## config.mk

```make
export PLATFORM = sky130hd
export DESIGN_NAME = disk_arbiter
export DESIGN_NICKNAME = d
export VERILOG_FILES = /design/src/rtl/disk_arb_pkg.sv /design/src/rtl/rr_arbiter.sv /design/src/rtl/disk_arbiter.sv
export SDC_FILE = /design/constraint.sdc
export NUM_CORES = 1
export LEC_CHECK = 0
export CAP_MARGIN = 30
export CORE_MARGIN = 1
export CORE_UTILIZATION = 49
export DETAILED_ROUTE_END_ITERATION = 6
export PLACE_DENSITY = 0.75
export SYNTH_ARGS = -nofsm -noshare
export SYNTH_HDL_FRONTEND = slang
export SYNTH_HIERARCHICAL = 1
export SYNTH_SLANG_ARGS = --single-unit
export TNS_END_PERCENT = 10
```

## constraint.sdc

```tcl
create_clock -name clk -period 3.1 [get_ports clk]
set_input_delay 0.31 -clock clk [delete_from_list [all_inputs] [get_ports clk]]
set_output_delay 0.31 -clock clk [all_outputs]
set_load 0.02 [all_outputs]
```

## src/rtl/disk_arb_pkg.sv

```systemverilog
// Shared types and widths for the disk point arbiter.
// Purely declarative: no logic, no latency, no flow control.
package disk_arb_pkg;

    localparam int IDX_W    = 32;
    localparam int CFG_ID_W = 4;
    localparam int MAX_REQ  = 16;

    typedef enum logic [2:0] {
        IDLE,
        RESEED,
        POP,
        WAIT,
        RESP
    } state_t;

endpackage

```

## src/rtl/rr_arbiter.sv

```systemverilog
// Combinational round-robin pick starting one past last_grant.
// Zero latency; no backpressure, the caller decides when to accept the grant.
module rr_arbiter #(
    parameter int NUM_REQ = 4,
    parameter int SEL_W   = $clog2(NUM_REQ)
) (
    input  logic [NUM_REQ-1:0] req,
    input  logic [SEL_W-1:0]   last_grant,
    output logic [SEL_W-1:0]   grant,
    output logic               grant_vld
);

    int j;

    always_comb begin
        grant     = '0;
        grant_vld = 1'b0;
        j         = 0;
        for (int i = 1; i <= NUM_REQ; i++) begin
            j = int'(last_grant) + i;
            if (j >= NUM_REQ) j = j - NUM_REQ;
            if (!grant_vld && req[SEL_W'(j)]) begin
                grant     = SEL_W'(j);
                grant_vld = 1'b1;
            end
        end
    end

endmodule

```

## src/rtl/disk_arbiter.sv

```systemverilog
// Shares one disk point generator among NUM_REQ streams, each with its own index.
// req->rsp_valid is 3+L cycles (L = generator latency); requesters hold req until their rsp_valid.
module disk_arbiter
    import disk_arb_pkg::*;
#(
    parameter int NUM_REQ = 4,
    parameter int TIMEOUT = 64
) (
    input  logic                clk,
    input  logic                rst_n,
    input  logic [NUM_REQ-1:0]  req,
    output logic [NUM_REQ-1:0]  rsp_valid,
    output logic [31:0]         rsp_x,
    output logic [31:0]         rsp_y,
    output logic                rsp_err,
    input  logic                cfg_we,
    input  logic [CFG_ID_W-1:0] cfg_id,
    input  logic [IDX_W-1:0]    cfg_seed,
    output logic                gen_reseed_enable,
    output logic [IDX_W-1:0]    gen_seed,
    output logic                gen_pop_enable,
    input  logic [31:0]         gen_disk_x,
    input  logic [31:0]         gen_disk_y,
    input  logic                gen_valid
);

    localparam int SEL_W = $clog2(NUM_REQ);
    localparam int CNT_W = $clog2(TIMEOUT + 1);

    state_t               state;
    logic [SEL_W-1:0]     win;
    logic [SEL_W-1:0]     last_grant;
    logic [SEL_W-1:0]     pick;
    logic                 pick_vld;
    logic [CNT_W-1:0]     cnt;
    logic [IDX_W-1:0]     idx [NUM_REQ];
    logic [NUM_REQ-1:0]   win_onehot;
    logic [SEL_W-1:0]     cfg_sel;
    logic                 cfg_hit;

    assign win_onehot = NUM_REQ'(1) << win;
    assign cfg_sel    = cfg_id[SEL_W-1:0];
    assign cfg_hit    = cfg_we && (32'(cfg_id) < NUM_REQ);

    rr_arbiter #(.NUM_REQ(NUM_REQ), .SEL_W(SEL_W)) u_rr (
        .req        (req),
        .last_grant (last_grant),
        .grant      (pick),
        .grant_vld  (pick_vld)
    );

    always_ff @(posedge clk or negedge rst_n) begin
        if (!rst_n) begin
            state             <= IDLE;
            win               <= '0;
            last_grant        <= SEL_W'(NUM_REQ - 1);
            cnt               <= '0;
            rsp_valid         <= '0;
            rsp_x             <= '0;
            rsp_y             <= '0;
            rsp_err           <= 1'b0;
            gen_reseed_enable <= 1'b0;
            gen_seed          <= '0;
            gen_pop_enable    <= 1'b0;
            for (int i = 0; i < NUM_REQ; i++) idx[i] <= '0;
        end else begin
            gen_reseed_enable <= 1'b0;
            gen_seed          <= '0;
            gen_pop_enable    <= 1'b0;
            rsp_valid         <= '0;
            rsp_err           <= 1'b0;
            case (state)
                IDLE: begin
                    if (pick_vld) begin
                        win               <= pick;
                        last_grant        <= pick;
                        gen_reseed_enable <= 1'b1;
                        gen_seed          <= idx[pick];
                        state             <= RESEED;
                    end
                end
                RESEED: begin
                    gen_pop_enable <= 1'b1;
                    state          <= POP;
                end
                POP: begin
                    cnt   <= '0;
                    state <= WAIT;
                end
                WAIT: begin
                    // A point arriving on the final allowed cycle still counts as success.
                    if (gen_valid) begin
                        rsp_x     <= gen_disk_x;
                        rsp_y     <= gen_disk_y;
                        rsp_valid <= win_onehot;
                        state     <= RESP;
                    end else if (cnt == CNT_W'(TIMEOUT - 1)) begin
                        rsp_x     <= '0;
                        rsp_y     <= '0;
                        rsp_err   <= 1'b1;
                        rsp_valid <= win_onehot;
                        state     <= RESP;
                    end else begin
                        cnt <= cnt + 1'b1;
                    end
                end
                RESP: begin
                    if (!rsp_err) idx[win] <= idx[win] + 1'b1;
                    state <= IDLE;
                end
                default: state <= IDLE;
            endcase
            // Placed last so a coinciding config write overrides the RESP increment.
            if (cfg_hit) idx[cfg_sel] <= cfg_seed;
        end
    end

endmodule

```

Word-level counts from Yosys, hierarchy flattened
Index checks and enable logic that the tools add are counted.
- bits in registers: 245
- bits in latches: 0
- RAM bits: 0
- memory bits (read-only): 0
- output and inout bits: 103
- word-level logic and storage cells: 128
- memories kept: 0
- add/sub/neg operators: 10
- multipliers: 0
- divide/modulo/power cells: 0
- $lt $le $gt $ge: 14
- equal/unequal tests: 9
- shift operators: 1
- multiplexer cells: 60
- bitwise gates (word level): 3
- reduce and logical (&&, ||, !) cells: 16
- operators with widths (operator ; number):
    $mux W128 ; 3
    $mux W32 ; 11
    $bwmux W128 ; 2
    $bmux W32 S2 ; 2
    $demux W32 S2 ; 2
    $add A32 B1 Y32 const B ; 1
    $ge A3 B3 Y1 const B ; 6
    $mux W1 ; 18
    $lt A2 B4 Y1 const B ; 4
    $mux W2 ; 8
    $mux W7 ; 2
    $pmux W7 S2 ; 1
    $mux W4 ; 3
    $pmux W3 S4 ; 1
    $mux W3 ; 3
    $not A2 Y3 ; 3
    $bmux W1 S2 ; 4
    $sub A2 B1 Y2 const B ; 4
    $add A7 B1 Y7 const B ; 1
    $eq A7 B6 Y1 const B ; 1
    $add A2 B2 Y3 const B ; 2
    $eq A3 B2 Y1 const B ; 2
    $logic_and A1 B1 Y1 ; 6
    $lt A3 B1 Y1 const B ; 2
    other kinds (14) ; 21

Depth between registers and ports, before layout
- depth after elaboration: 22
- depth in mapped cells: 10
- gate-level depth less buffers: 7

Modules after synthesis
The synthesis kept the hierarchy.
- modules (own cells, without submodules) (module ; times used ; cells an instance ; area an instance (um^2)):
    disk_arbiter ; 1 ; 1150 ; 12263.0
    rr_arbiter ; 1 ; 14 ; 91.3

Least setup slack after synthesis
No wires, ideal clock.
- path type: register to register
- start point: register win[1]
- end point: register idx[18] in the netlist's numbering
- data arrival time: 2.513 ns
- path slack: 0.463 ns
- stages on the path, launching flop included: 11
- buffers on the path: 3
- clock period less this slack: 2.637 ns
- path through: dfrtp_1 > buf_1 > mux4_2 > buf_2 > ha_1 > nand4_1 > or3_1 > buf_2 > o31a_1 > nor3_1 > o21ai_1
- word-level cells in the longest chain between the ends: 10
- elaborated cells on any way between the ends: 15
- classes of those cells: add/sub (1); order compare (2); mux (10); bitwise (1); reduce/logical (1)
- RTL lines (element ; RTL line ; RTL):
    from (decl) ; disk_arbiter.sv:31 ; logic [SEL_W-1:0] win;
    from (signal assigned) ; disk_arbiter.sv:75 ; win <= pick;
    $not A2 Y3 (implied by the code) (*) ; disk_arbiter.sv:108 ; if (!rsp_err) idx[win] <= idx[win] + 1'b1;
    $bmux W32 S2, or another cell as far along ; disk_arbiter.sv:108 ;
    $mux W32 (implied by the code) / $logic_and A1 B1 Y1 (equally long branches) ; disk_arbiter.sv:108 ;
    $mux W32 (implied by the code) ; disk_arbiter.sv:108 ;
    $add A32 B1 Y32 / $demux W32 S2 (equally long branches) ; disk_arbiter.sv:108 ;
    $bwmux W128 (*) ; disk_arbiter.sv:108 ;
    $mux W128 (*) ; disk_arbiter.sv:108 ;
    $mux W128 (*) ; disk_arbiter.sv:72 ; case (state)
    $bwmux W128 ; disk_arbiter.sv:114 ; if (cfg_hit) idx[cfg_sel] <= cfg_seed;
    $mux W128 (*) ; disk_arbiter.sv:114 ;
    to (signal, indexed assignment) ; disk_arbiter.sv:108 ;
    to (signal, indexed assignment) ; disk_arbiter.sv:114 ;
    to (decl) ; disk_arbiter.sv:36 ; logic [IDX_W-1:0] idx [NUM_REQ];
Mark *: on every way between the ends. The rest lies on a longest branch, timed or not. The select of a mux whose other input is x is not followed.
A chain may end at the register's enable or synchronous reset.

Final worst setup path
- start point: register win[0]
- end point: register idx[27] in the netlist's numbering
The elaborated chain is that of the path after synthesis.

==> flow_summary.yaml <==
run_status:
  outcome: "finished clean"
floorplan:
  initial_core_util: 0.504
  die_h_um: 161
  fp.dieW_um: 161
  core_area_um2: 24500
  num_io_pins: 211
  die-area_um2: 25900
  rows: 57
synthesis:
  netlist_area_um2: 12400
  syn_area_per_cell_um2: 10.6
  synth_nets: 1274
  synth-edff-count: 0
  ys_ff_latch: 245
  ys_seq_area_frac: 0.496
  synthArstFlopShare: 1.00
  synth_top_cells_by_count: "dfrtp_1, nand2_1, o21ai_0, nor2_1, clkbuf_1"
  synthFlopType: "dfrtp_1"
  synth_top_area_cell: "dfrtp_1"
  synth_top_area_frac: 0.492
  ys_types: 54
  yosysMostFrequentCell: "dfrtp_1"
  synth_area_leaders: "dfrtp_1, mux4_2, a22o_1, o21ai_0, nand2_1"
  ys_warn_count: 6
  synthCells: 1164
timing:
  setup_tns_ps: 0
  finalCritPeriodShare: 0.937
  max_slew_margin: 0.470
  finClkSkew_ps: 14.6
  period_needed_ps: 2900
  max_freq_mhz: 344
  rsz0062_at_grt: "false"
  drv_slew: 0
  worst_slack_ps: 197
  setup_violations: 0
  holdWs_ps: 309
  hold_violations: 0
  worst_pin_slew_ps: 795
cts:
  cts_made_buffers: 27
  worstSkewPairLatency_ps: 550
  h-tree-depth: 1
  clk_pin_slew_ps: 60
  cts.root.buffer_cell: "clkbuf_16"
  clockBufferDepth: 3
  tritoncts: "built"
  post_cts_buffers: 0
  clock_sinks: 245
flow_run:
  drv_cap: 0
critical_path:
  max_stage_delay_ps: 620
  r2r-start: "win[0]$_DFFE_PN0P_"
  end_kind: "flip-flop"
  crit_chain: "buf_12 -> mux4_1 -> nand4_2 -> or4_4 -> buf_4 -> o31a_1 -> nor3_1 -> o21ai_1"
  crit_type: "reg2reg"
  worstSetupEndpoint: "idx[27]$_DFF_PN0_"
  r2r_slack_ps: 200
  critPathTopFamily: "simple AND/OR/NAND/NOR gates"
  path_buf_inv: 2
  crit_fanout: 15
  r2r_end: "idx[27]$_DFF_PN0_"
  slowest_stage: "or4_4"
  start_kind: "flip-flop"
  crit_start: "win[0]$_DFFE_PN0P_"
  cp_num_cells: 8
  cp.required_ps: 3520
  rr_worst_depth: 8
  arrival_ps: 3320
grt:
  grt_start_max_net_pins: 73
  grt_usage: 0.304
  grt_pass1_wl_mm: 61.3
  grt-ovfl-total: 0
  first_global_vias: 10822
  antenna_found_initial: 0
cells_and_area:
  fill_cells: 1925
  stdcell_count: 1702
  drive_gt1_frac: 0.134
  post-route-util: 0.647
  n_antenna_cell: 0
  syn2layout_area_growth_pct: 28.4
  fin_nets: 1468
detailed_routing:
  wl_mm: 38.7
  route.vias.total: 10832
  first_iter_violations: 1253
  viasPerCell: 6.36
  ant_nets: 0
  drt-pass1-iter-count: 5
  wire_per_inst_um: 22.7
  drc: 0
power_and_ir_drop:
  power_density_nw_per_um2: 1060
  vdd_drop_max_v: 0.000521
  leakagePower_uw: 0.00657
place:
  gp_congestion: 0.896
  place_ws_ps: 106
  dp.cells: 1652
  dp_hpwl_mm: 25.0
  port_buffers: 210
hold_path:
  holdCritPathClass: "in2async"
power breakdown:
group	switching, µW	internal, µW
clock	1330	1680
sequential	1010	4660
combinational	4230	3920
total	6570	10300
placed cells by master (no fill, tap or decap), types with 14 or more instances in the layout:
master,n
o21ai_0,108
nor2_1,76
clkdlybuf4s50_1,209
a22o_1,67
a31oi_1,14
xnor2_1,14
o21ai_1,36
nand2_1,125
mux2i_1,14
clkbuf_16,27
a21oi_1,55
buf_4,31
and2_1,38
dfrtp_1,242
nor3_1,31
and3_1,46
mux4_2,62
cells by family after synthesis:
family | synth area share
AO/OA/AOI/OAI | 0.170
AND/OR/NAND/NOR | 0.157
multiplexers | 0.129
flip-flops | 0.496
buffers and inverters | 0.0319
adder cells (fa/ha/maj) | 0.00203
XOR/XNOR | 0.0142
flip-flops by register name, summed over array words and instances, names as in the netlist:
register,flops
win,2
idx,128
last_grant,2
rsp_err,1
cnt,7
rsp_y,32
gen_pop_enable,1
rsp_valid,4
gen_reseed_enable,1
gen_seed,32
rsp_x,32
state,3
stage by stage:
step | area, µm² | power [µW]
floorplan | 12400 | 10700
global placement | 15000 | 13500
detailed placement | 15000 | 13700
CTS | 15900 | 16800
global route | 15900 | 17800
finish | 15900 | 16800
final cells by class:
class,instances,area (µm²),share of cell area
multi-input combinational,821,5890,0.371
inverter,10,37.5,0.00237
tap,324,405,0.0255
timing repair buffer,253,2570,0.162
clock inverter,14,96.3,0.00607
clock buffer,35,736,0.0464
sequential,245,6130,0.387
worst reg2reg max path: stages (launching register included):
cell	delay (ps)
dfrtp_2	450
buf_12	180
mux4_1	450
nand4_2	190
or4_4	620
buf_4	210
o31a_1	340
nor3_1	240
o21ai_1	100
routing by layer:
layer | GRT usage | vias to the layer above | wire length (µm)
met1 | 0.418 | 5280 | 15200
met3 | 0.0550 | 126 | 4150
met5 | 0 | - | 0
met2 | 0.482 | 741 | 17900
li1 | - | 4685 | -
met4 | 0.117 | 0 | 1430
worst min-delay path by stage:
stage                     depth (start not counted)  slack, ps     startpoint                    to
after floorplan                                   0         10          rst_n    cnt[0]$_DFFE_PN0P_
after global placement                            1        310          rst_n      idx[3]$_DFF_PN0_
after detailed placement                          1        320          rst_n      idx[3]$_DFF_PN0_
after CTS                                         2        350          rst_n      idx[3]$_DFF_PN0_
after global routing                              2        360  gen_disk_x[8]  rsp_x[8]$_DFFE_PN0P_
final                                             2        310          rst_n      idx[3]$_DFF_PN0_
what timing repair did:
item                                    CTS  global route
hold endpoints to repair                 66             0
endpoints found under the setup margin    0            14
resized for setup                         0             3
hold buffers                              1             0
No activity file was read; power rests on OpenSTA's default activity.
